==> config.mk <==
export PLATFORM = sky130hd
export DESIGN_NAME = alu_share_arbiter
export DESIGN_NICKNAME = d
export VERILOG_FILES = /design/src/rtl/alu_pkg.sv /design/src/rtl/alu.sv /design/src/rtl/rr_arbiter.sv /design/src/rtl/alu_share_arbiter.sv
export SDC_FILE = /design/constraint.sdc
export NUM_CORES = 1
export LEC_CHECK = 0
export CAP_MARGIN = 20
export CELL_PAD_IN_SITES_DETAIL_PLACEMENT = 1
export CELL_PAD_IN_SITES_GLOBAL_PLACEMENT = 2
export CORE_MARGIN = 1
export CORE_UTILIZATION = 36
export DETAILED_ROUTE_END_ITERATION = 7
export PLACE_DENSITY_LB_ADDON = 0.05
export SLEW_MARGIN = 25
export SYNTH_ARGS = -nofsm -noshare
export SYNTH_HDL_FRONTEND = slang
export SYNTH_SLANG_ARGS = --single-unit
==> constraint.sdc <==
create_clock -name clk -period 8.7 [get_ports clk]
set_input_delay 1.74 -clock clk [delete_from_list [all_inputs] [get_ports clk]]
set_output_delay 1.74 -clock clk [all_outputs]
set_load 0.01 [all_outputs]
==> src/rtl/alu_pkg.sv <==
// rtl/alu_pkg.sv - shared ALU opcodes, result-slot state and opcode class helpers
package alu_pkg;

    localparam logic [3:0] OP_ADD  = 4'b0000;
    localparam logic [3:0] OP_SUB  = 4'b1000;
    localparam logic [3:0] OP_SLT  = 4'b0010;
    localparam logic [3:0] OP_SLTU = 4'b0011;
    localparam logic [3:0] OP_AND  = 4'b0111;
    localparam logic [3:0] OP_OR   = 4'b0110;
    localparam logic [3:0] OP_XOR  = 4'b0100;
    localparam logic [3:0] OP_SLL  = 4'b0001;
    localparam logic [3:0] OP_SRL  = 4'b0101;
    localparam logic [3:0] OP_SRA  = 4'b1101;

    typedef enum logic {
        SLOT_EMPTY = 1'b0,
        SLOT_FULL  = 1'b1
    } slot_state_t;

    function automatic logic is_shift(input logic [3:0] op);
        return (op == OP_SLL) || (op == OP_SRL) || (op == OP_SRA);
    endfunction

    function automatic logic is_set(input logic [3:0] op);
        return (op == OP_SLT) || (op == OP_SLTU);
    endfunction

endpackage

==> src/rtl/alu.sv <==
// rtl/alu.sv - 32-bit combinational integer ALU
module alu
    import alu_pkg::*;
(
    input  logic [31:0] op1,
    input  logic [31:0] op2,
    input  logic [3:0]  opcode,
    output logic [31:0] result
);

    // Pure combinational operation select; unknown opcodes yield zero.
    always_comb begin
        result = 32'd0;
        case (opcode)
            OP_ADD:  result = op1 + op2;
            OP_SUB:  result = op1 - op2;
            OP_SLT:  result = {31'd0, $signed(op1) < $signed(op2)};
            OP_SLTU: result = {31'd0, op1 < op2};
            OP_AND:  result = op1 & op2;
            OP_OR:   result = op1 | op2;
            OP_XOR:  result = op1 ^ op2;
            OP_SLL:  result = op1 << op2;
            OP_SRL:  result = op1 >> op2;
            OP_SRA:  result = $unsigned($signed(op1) >>> op2);
            default: result = 32'd0;
        endcase
    end

endmodule

==> src/rtl/rr_arbiter.sv <==
// rtl/rr_arbiter.sv - round-robin pick with rotating priority pointer
module rr_arbiter #(
    parameter int NUM_REQ = 2,
    parameter int ID_W    = 1
) (
    input  logic               clk,
    input  logic               rst_n,
    input  logic [NUM_REQ-1:0] req,
    input  logic               en,
    output logic [NUM_REQ-1:0] grant,
    output logic [ID_W-1:0]    grant_idx
);

    logic [ID_W-1:0] ptr;
    logic            found;
    int              cand;

    // Search upward from the pointer with wrap; the first active request wins.
    always_comb begin
        found     = 1'b0;
        grant_idx = '0;
        grant     = '0;
        cand      = 0;
        for (int k = 0; k < NUM_REQ; k++) begin
            cand = int'(ptr) + k;
            if (cand >= NUM_REQ) begin
                cand = cand - NUM_REQ;
            end
            if (!found && req[cand]) begin
                found     = 1'b1;
                grant_idx = ID_W'(cand);
            end
        end
        grant[grant_idx] = en && found;
    end

    // Advance priority past the winner only when a grant is actually issued.
    always_ff @(posedge clk or negedge rst_n) begin
        if (!rst_n) begin
            ptr <= '0;
        end else if (en && found) begin
            if (grant_idx == ID_W'(NUM_REQ - 1)) begin
                ptr <= '0;
            end else begin
                ptr <= grant_idx + 1'b1;
            end
        end
    end

endmodule

==> src/rtl/alu_share_arbiter.sv <==
// rtl/alu_share_arbiter.sv - one shared ALU behind a round-robin arbiter and a result slot
module alu_share_arbiter
    import alu_pkg::*;
#(
    parameter int NUM_REQ = 2,
    parameter int ID_W    = 1
) (
    input  logic                 clk,
    input  logic                 rst_n,
    input  logic [NUM_REQ-1:0]   req_valid_in,
    output logic [NUM_REQ-1:0]   req_ready_out,
    input  logic [32*NUM_REQ-1:0] req_op1_in,
    input  logic [32*NUM_REQ-1:0] req_op2_in,
    input  logic [4*NUM_REQ-1:0] req_opcode_in,
    output logic                 rsp_valid_out,
    input  logic                 rsp_ready_in,
    output logic [31:0]          rsp_data_out,
    output logic [ID_W-1:0]      rsp_id_out
);

    slot_state_t     state_q, state_d;
    logic            can_accept;
    logic            xfer;
    logic [ID_W-1:0] win_idx;
    logic [31:0]     sel_op1, sel_op2, alu_op2, alu_res, fixed_res;
    logic [3:0]      sel_opc;

    // Gating with rst_n keeps every grant low while reset is held.
    assign can_accept = rst_n && ((state_q == SLOT_EMPTY) || rsp_ready_in);
    assign xfer       = |req_ready_out;

    rr_arbiter #(
        .NUM_REQ (NUM_REQ),
        .ID_W    (ID_W)
    ) u_rr (
        .clk       (clk),
        .rst_n     (rst_n),
        .req       (req_valid_in),
        .en        (can_accept),
        .grant     (req_ready_out),
        .grant_idx (win_idx)
    );

    // Route the winning requester's operand fields to the ALU.
    always_comb begin
        sel_op1 = '0;
        sel_op2 = '0;
        sel_opc = '0;
        for (int i = 0; i < NUM_REQ; i++) begin
            if (win_idx == ID_W'(i)) begin
                sel_op1 = req_op1_in[32*i +: 32];
                sel_op2 = req_op2_in[32*i +: 32];
                sel_opc = req_opcode_in[4*i +: 4];
            end
        end
    end

    // Shift amounts are 5 bits wide; set results collapse to a single bit.
    assign alu_op2   = is_shift(sel_opc) ? {27'd0, sel_op2[4:0]} : sel_op2;
    assign fixed_res = is_set(sel_opc) ? {31'd0, alu_res[0]} : alu_res;

    alu u_alu (
        .op1    (sel_op1),
        .op2    (alu_op2),
        .opcode (sel_opc),
        .result (alu_res)
    );

    // Slot fills on any transfer (including pop-and-load) and drains on a bare pop.
    always_comb begin
        state_d = state_q;
        if (xfer) begin
            state_d = SLOT_FULL;
        end else if ((state_q == SLOT_FULL) && rsp_ready_in) begin
            state_d = SLOT_EMPTY;
        end
    end

    // Slot state and payload; payload only changes on a transfer so it holds under backpressure.
    always_ff @(posedge clk or negedge rst_n) begin
        if (!rst_n) begin
            state_q      <= SLOT_EMPTY;
            rsp_data_out <= '0;
            rsp_id_out   <= '0;
        end else begin
            state_q <= state_d;
            if (xfer) begin
                rsp_data_out <= fixed_res;
                rsp_id_out   <= win_idx;
            end
        end
    end

    assign rsp_valid_out = (state_q == SLOT_FULL);

endmodule

==> Word-level counts from Yosys, hierarchy flattened <==
Cells that the tools add are included.
{ "word_totals": {"out_inout_bits": 36, "reg_bits": 35, "elab_cells": 71} }
{ "op_classes": {"mux": 23, "n_reduce_logical": 13, "n_bitwise": 5, "shifts": 3, "eq_ne": 9, "add_sub_neg": 6, "n_lt_le_gt_ge": 8} }
{ "ops": {"columns": ["operator", "n"], "rows": [
  ["32-bit one-hot mux with 10 select lines", 1],
  ["32-bit 2-to-1 mux", 6],
  ["32-bit by 3-bit less-than comparator with 1-bit output, second input constant", 2],
  ["32-bit less-than comparator", 2],
  ["32-bit adder", 1],
  ["32-bit AND", 1],
  ["32-bit by 3-bit >= comparator with 1-bit output, second input constant", 1],
  ["32-bit bitwise OR", 1],
  ["32-bit by 32-bit << shifter with 32-bit output", 1],
  ["32-bit by 32-bit right shift with 32-bit output", 1],
  ["32-bit by 32-bit >>> shifter with 32-bit output", 1],
  ["32-bit by 3-bit subtractor with 32-bit output, second input constant", 1],
  ["32-bit subtractor", 1],
  ["32-bit XOR", 1],
  ["4-bit by 3-bit equality test with 1-bit output, second input constant", 4],
  ["1-bit 2-to-1 mux", 14],
  ["4-bit by 2-bit equality test with 1-bit output, second input constant", 2],
  ["4-bit equality test, second input constant", 2],
  ["1-bit logical AND", 5],
  ["4-bit by 1-bit equality test with 1-bit output, second input constant", 1],
  ["4-bit logical NOT", 1],
  ["1-bit logical OR", 4],
  ["4-bit 2-to-1 mux", 1],
  ["1-bit by 2-bit subtractor with 3-bit output, second input constant", 1],
  ["11 further kinds", 11]
]} }

==> Depth between registers and ports, before layout <==
{ "logic_depth": {"word_depth": 17, "mapped_depth": 22, "mapped_depth_nobuf": 16} }

==> Hierarchy <==
Synthesis repeated with hierarchy kept, for this count alone.
{ "hier_totals": {"cells_unflattened": 1754, "area_unflattened_um2": 12434.4} }
{ "modules_own_cells": {"columns": ["mod", "instances", "area_per_inst_um2", "cells_each"], "rows": [
  ["alu", 1, 9557.9, 1477],
  ["alu_share_arbiter", 1, 2812.7, 269],
  ["rr_arbiter", 1, 63.8, 8]
]} }

==> Least setup slack after synthesis <==
Ideal clock, no wire load.
{ "synth_timing": {"path_type": "input -> register", "startpoint": "input req_valid_in[0]", "endpoint": "register rsp_data_out[31]", "n_path_buf": 8, "slack_ps": 2541, "t_arrival_ps": 6033, "cell_stages": 22, "setup_time_ps": 126, "path_cell_list": "nand2b_4 -> buf_6 -> nand2_4 -> buf_6 -> buf_4 -> buf_4 -> buf_2 -> buf_1 -> clkbuf_1 -> nand2_1 -> nand2_1 -> ha_1 -> buf_6 -> a21oi_4 -> or4b_1 -> or3_4 -> nand3_2 -> a21oi_2 -> o41ai_4 -> nor3_1 -> or4_1 -> o311a_1"} }
{ "synth_between": {"elab_chain_cells": 15, "word_cells_on_any_way": 47} }
{ "synth_rtl": {"columns": ["item", "line_no", "text"], "rows": [
  ["from (decl)", "alu_share_arbiter.sv:10", "input logic [NUM_REQ-1:0] req_valid_in,"],
  ["1-bit 2-to-1 mux (implied by the code) (3 in series)", "rr_arbiter.sv:29", "if (!found && req[cand]) begin"],
  ["1-bit 2-to-1 mux", "rr_arbiter.sv:29", null],
  ["1-bit logical NOT", "rr_arbiter.sv:29", null],
  ["1-bit logical AND", "rr_arbiter.sv:29", null],
  ["1-bit 2-to-1 mux", "rr_arbiter.sv:29", null],
  ["4-bit 2-to-1 mux", "alu_share_arbiter.sv:50", "if (win_idx == ID_W'(i)) begin"],
  ["4-bit by 1-bit equality test with 1-bit output or 4-bit by 3-bit equality test with 1-bit output (tied branches)", "alu_pkg.sv:21, alu.sv:14", null],
  ["1-bit logical OR (2 in series)", "alu_pkg.sv:21", "return (op == OP_SLL) || (op == OP_SRL) || (op == OP_SRA);"],
  ["32-bit 2-to-1 mux", "alu_share_arbiter.sv:59", "assign alu_op2 = is_shift(sel_opc) ? {27'd0, sel_op2[4:0]} : sel_op2;"],
  ["32-bit subtractor (tied with other cells)", "alu.sv:16", "OP_SUB: result = op1 - op2;"],
  ["32-bit one-hot mux with 10 select lines", "alu.sv:14", "case (opcode)"],
  ["32-bit 2-to-1 mux", "alu_share_arbiter.sv:60", "assign fixed_res = is_set(sel_opc) ? {31'd0, alu_res[0]} : alu_res;"],
  ["to (signal assigned)", "alu_share_arbiter.sv:88", "rsp_data_out <= fixed_res;"],
  ["to (decl)", "alu_share_arbiter.sv:17", "output logic [31:0] rsp_data_out,"]
]} }
Several ways; a longest one is shown, not always the timed one. The select of a mux whose other input is x is not followed.
A chain may end at the register's enable or synchronous reset.

==> Worst setup path in the final report <==
{ "layout_timing": {"startpoint": "input req_valid_in[0]", "endpoint": "register rsp_data_out[11]"} }
The elaborated chain is that of the path after synthesis.

==> results.cfg <==
[synthesis]
synthCells = 2021
synth.area.mux_share_pct = 17.5
yosysTopAreaCell = mux2i_1
synthSimpleGateAreaFrac_pct = 23.7
synth_fa_ha_area_share_pct = 8.77
synth_cell_type_count = 99
syn_area_um2 = 14100
synth.ff_latch_count = 35
synth-seq-area-share_pct = 6.19
synth_edf_count = 0
synth_compound_area_share_pct = 34.2
synth_top_flop_cell = dfrtp_1
syn_avg_cell_area_um2 = 7.00
synth_nets = 2260
synth_top_family_by_area = compound AO/OA/AOI/OAI gates
yosys_warnings = 0
synthTopCellsByArea = mux2i_1 11%, ha_1 8.5%, dfrtp_1 6.2%
yosys.area_share.xor_xnor_pct = 1.18
async_reset_ff_share_pct = 100
synth_top_area_share_pct = 11.5

[power_and_ir_drop]
p_int_mw = 0.899
p_seq_share_pct = 9.4
ir_drop_v = 0.0000693
p_switching_mw = 1.30
power_density_nw_per_um2 = 134
swShare_pct = 59.2
power_frac_clock_pct = 10.4
p_comb_share_pct = 80.3
finalPower_mw = 2.20
power_leakage_nw = 6.75

[clocking]
cts_hold_buf = 0
cts_buffer_depth = 2
clock_sinks = 35
cts_resized = 0
clk_latency_ps = 310
cts_root_buffer = clkbuf_16
cts_tree = built
htreeDepth = 2
cts.clk_slew.worst_paths_ps = 70
post_cts_buffers = 0
cts-buffers-inserted = 5

[die]
core_um2 = 38700
die-area_um2 = 40100
num_io_pins = 177
start_util_pct = 36.5
fp.dieW_um = 200
num_rows = 72
die_h_um = 200

[timing]
min_period_over_period_pct = 78.1
worst_pin_slew_ps = 1180
max_freq_ghz = 0.147
fin_setup_tns_ps = 0
final_hold_viol_count = 0
rsz0062_at_grt = false
drv_slew = 0
worst_clock_skew_ps = 14.3
period_needed_ps = 6790
layout_setup_ws_ps = 1910
maxSlewHeadroom_pct = 21.7
finalSetupViolations = 0

[critical_path]
worstPathRequired_ps = 8850
arrival_ps = 6950
start_kind = primary input
critical_path.max_fanout = 32
cp-end-kind = register
crit_type = primary input to register

[global_route]
grt_pass1_wl_um = 131000
track_usage_pct = 44.4
grt_max_degree = 64
antenna_found_initial = 3
grt_pass1_vias = 17800
overflow = 0

[detailed_routing]
first_pass_iters = 7
wl_per_cell_um = 35.1
viasPerCell = 7.01
num_vias = 18300
drtIter0Drc = 2314
finalWirelength_um = 91900
drt_drc_violations_left = 0
ant_nets = 0

[cells_and_area]
final_util_pct = 42.3
fin_area_um2 = 16400
flow.area_growth_from_synthesis_pct = 15.7
layout.nets = 2335
multi_input_area_um2 = 12100
ff_latch_area_um2 = 876
final_cell_mix = 211 x nand2_1, 172 x clkdlybuf4s50_1, 161 x mux2i_1
layout-drive-gt1-share_pct = 9.87
final_common_cell = nand2_1
fill_cells = 4876

[placement]
gp_congestion = 1.04
hpwl_um = 73900
io_buffers = 176
pre_cts_ws_ps = 1710
post_dp_cell_area_um2 = 16200

[status]
status = finished, final reports clean

[run]
maxCapViolCount = 0

[min_path]
hold_path_class = register to register
## sequential cells by signal, summed over array words and instances, names as in the netlist
signal / cells
rsp_data_out: 32
rsp_id_out: 1
rsp_valid_out: 1
u_rr.ptr: 1
## worst paths after layout
check	startpoint	to	slack (ps)	depth (start not counted)
worst min register to register	rsp_id_out$_DFFE_PN0P_	rsp_id_out$_DFFE_PN0P_	500	1
worst max register to register	u_rr.ptr$_DFFE_PN0P_	rsp_data_out[11]$_DFFE_PN0P_	3410	16
max in group asynchronous	rst_n	rsp_data_out[21]$_DFFE_PN0P_	6790	2
worst max-delay path	req_valid_in[0]	rsp_data_out[11]$_DFFE_PN0P_	1910	17
worst min-delay path	rsp_id_out$_DFFE_PN0P_	rsp_id_out$_DFFE_PN0P_	500	1
min in group asynchronous	rst_n	rsp_data_out[16]$_DFFE_PN0P_	1520	2
## per-stage QoR
| step | hold slack, ps | std cells |
|---|---|---|
| 2_1_floorplan | 509 | 2021 |
| 3_3_place_gp | 461 | 2607 |
| 3_5_place_dp | 496 | 2607 |
| 4_1_cts | 505 | 2615 |
| 5_1_grt | 526 | 2616 |
| 6_report | 503 | 2617 |
## critical path, cell delays in order
cell	delay, ps
clkdlybuf4s50_1	530
nor2b_2	270
nor2_4	620
buf_4	480
nor2_1	90
nor2_1	300
inv_1	150
ha_1	330
a21oi_4	220
or4b_1	460
or3_4	390
a21oi_1	170
nor2_1	60
o21ai_0	200
nand2_1	90
xnor2_1	650
o211ai_1	170
## metal layers
metal	routed length [um]	vias up	track usage [%]
met5	8	-	0
met4	4920	2	19.8
met3	10100	253	11.4
met2	39500	1136	68.7
met1	37300	9169	57.6
li1	-	7786	-
## cell families (layout without fill, tap and decap cells)
family,after synthesis,in the layout
AOI/OAI and AO/OA,691,691
xor gates and xnor gates,19,19
adders and majority gates,98,98
buffers and inverters,265,341
DFF,35,35
muxes,227,227
other,0,2
and+or+nand+nor,686,686
## cell type report
class | count | area share, %
Inverter | 103 | 2.36
Clock inverter | 3 | 0.268
Timing Repair Buffer | 230 | 13.3
Multi-Input combinational cell | 1721 | 74.0
Tap cell | 518 | 3.96
Antenna cell | 2 | 0.0306
Sequential cell | 35 | 5.35
Clock buffer | 5 | 0.764
## power groups by stage
stage	Combinational [mW]	Sequential, mW	Clock, mW
after floorplan	1.01	0.207	0
after global placement	1.67	0.207	0
after detailed placement	1.68	0.208	0
after CTS	1.69	0.205	0.224
after global routing	1.83	0.208	0.229
final	1.77	0.206	0.228
## cell usage after synthesis (all sizes together), types with 17 or more instances
cell type and count:
o21ai 117, ha 96, mux2 54, o211ai 77, clkbuf 62, nor4 27
a211o 19, nor3 48, buf 100, dfrtp 35, a21oi 156, a211oi 47
inv 103, nand4 18, o221ai 17, nor2b 33, a31oi 23, o31ai 26
o21bai 18, nand2 213, a221oi 20, or2 29, a21o 18, mux2i 163
nor2 146, nand2b 19, nand3 93
Power figures use the tool's default switching activity.
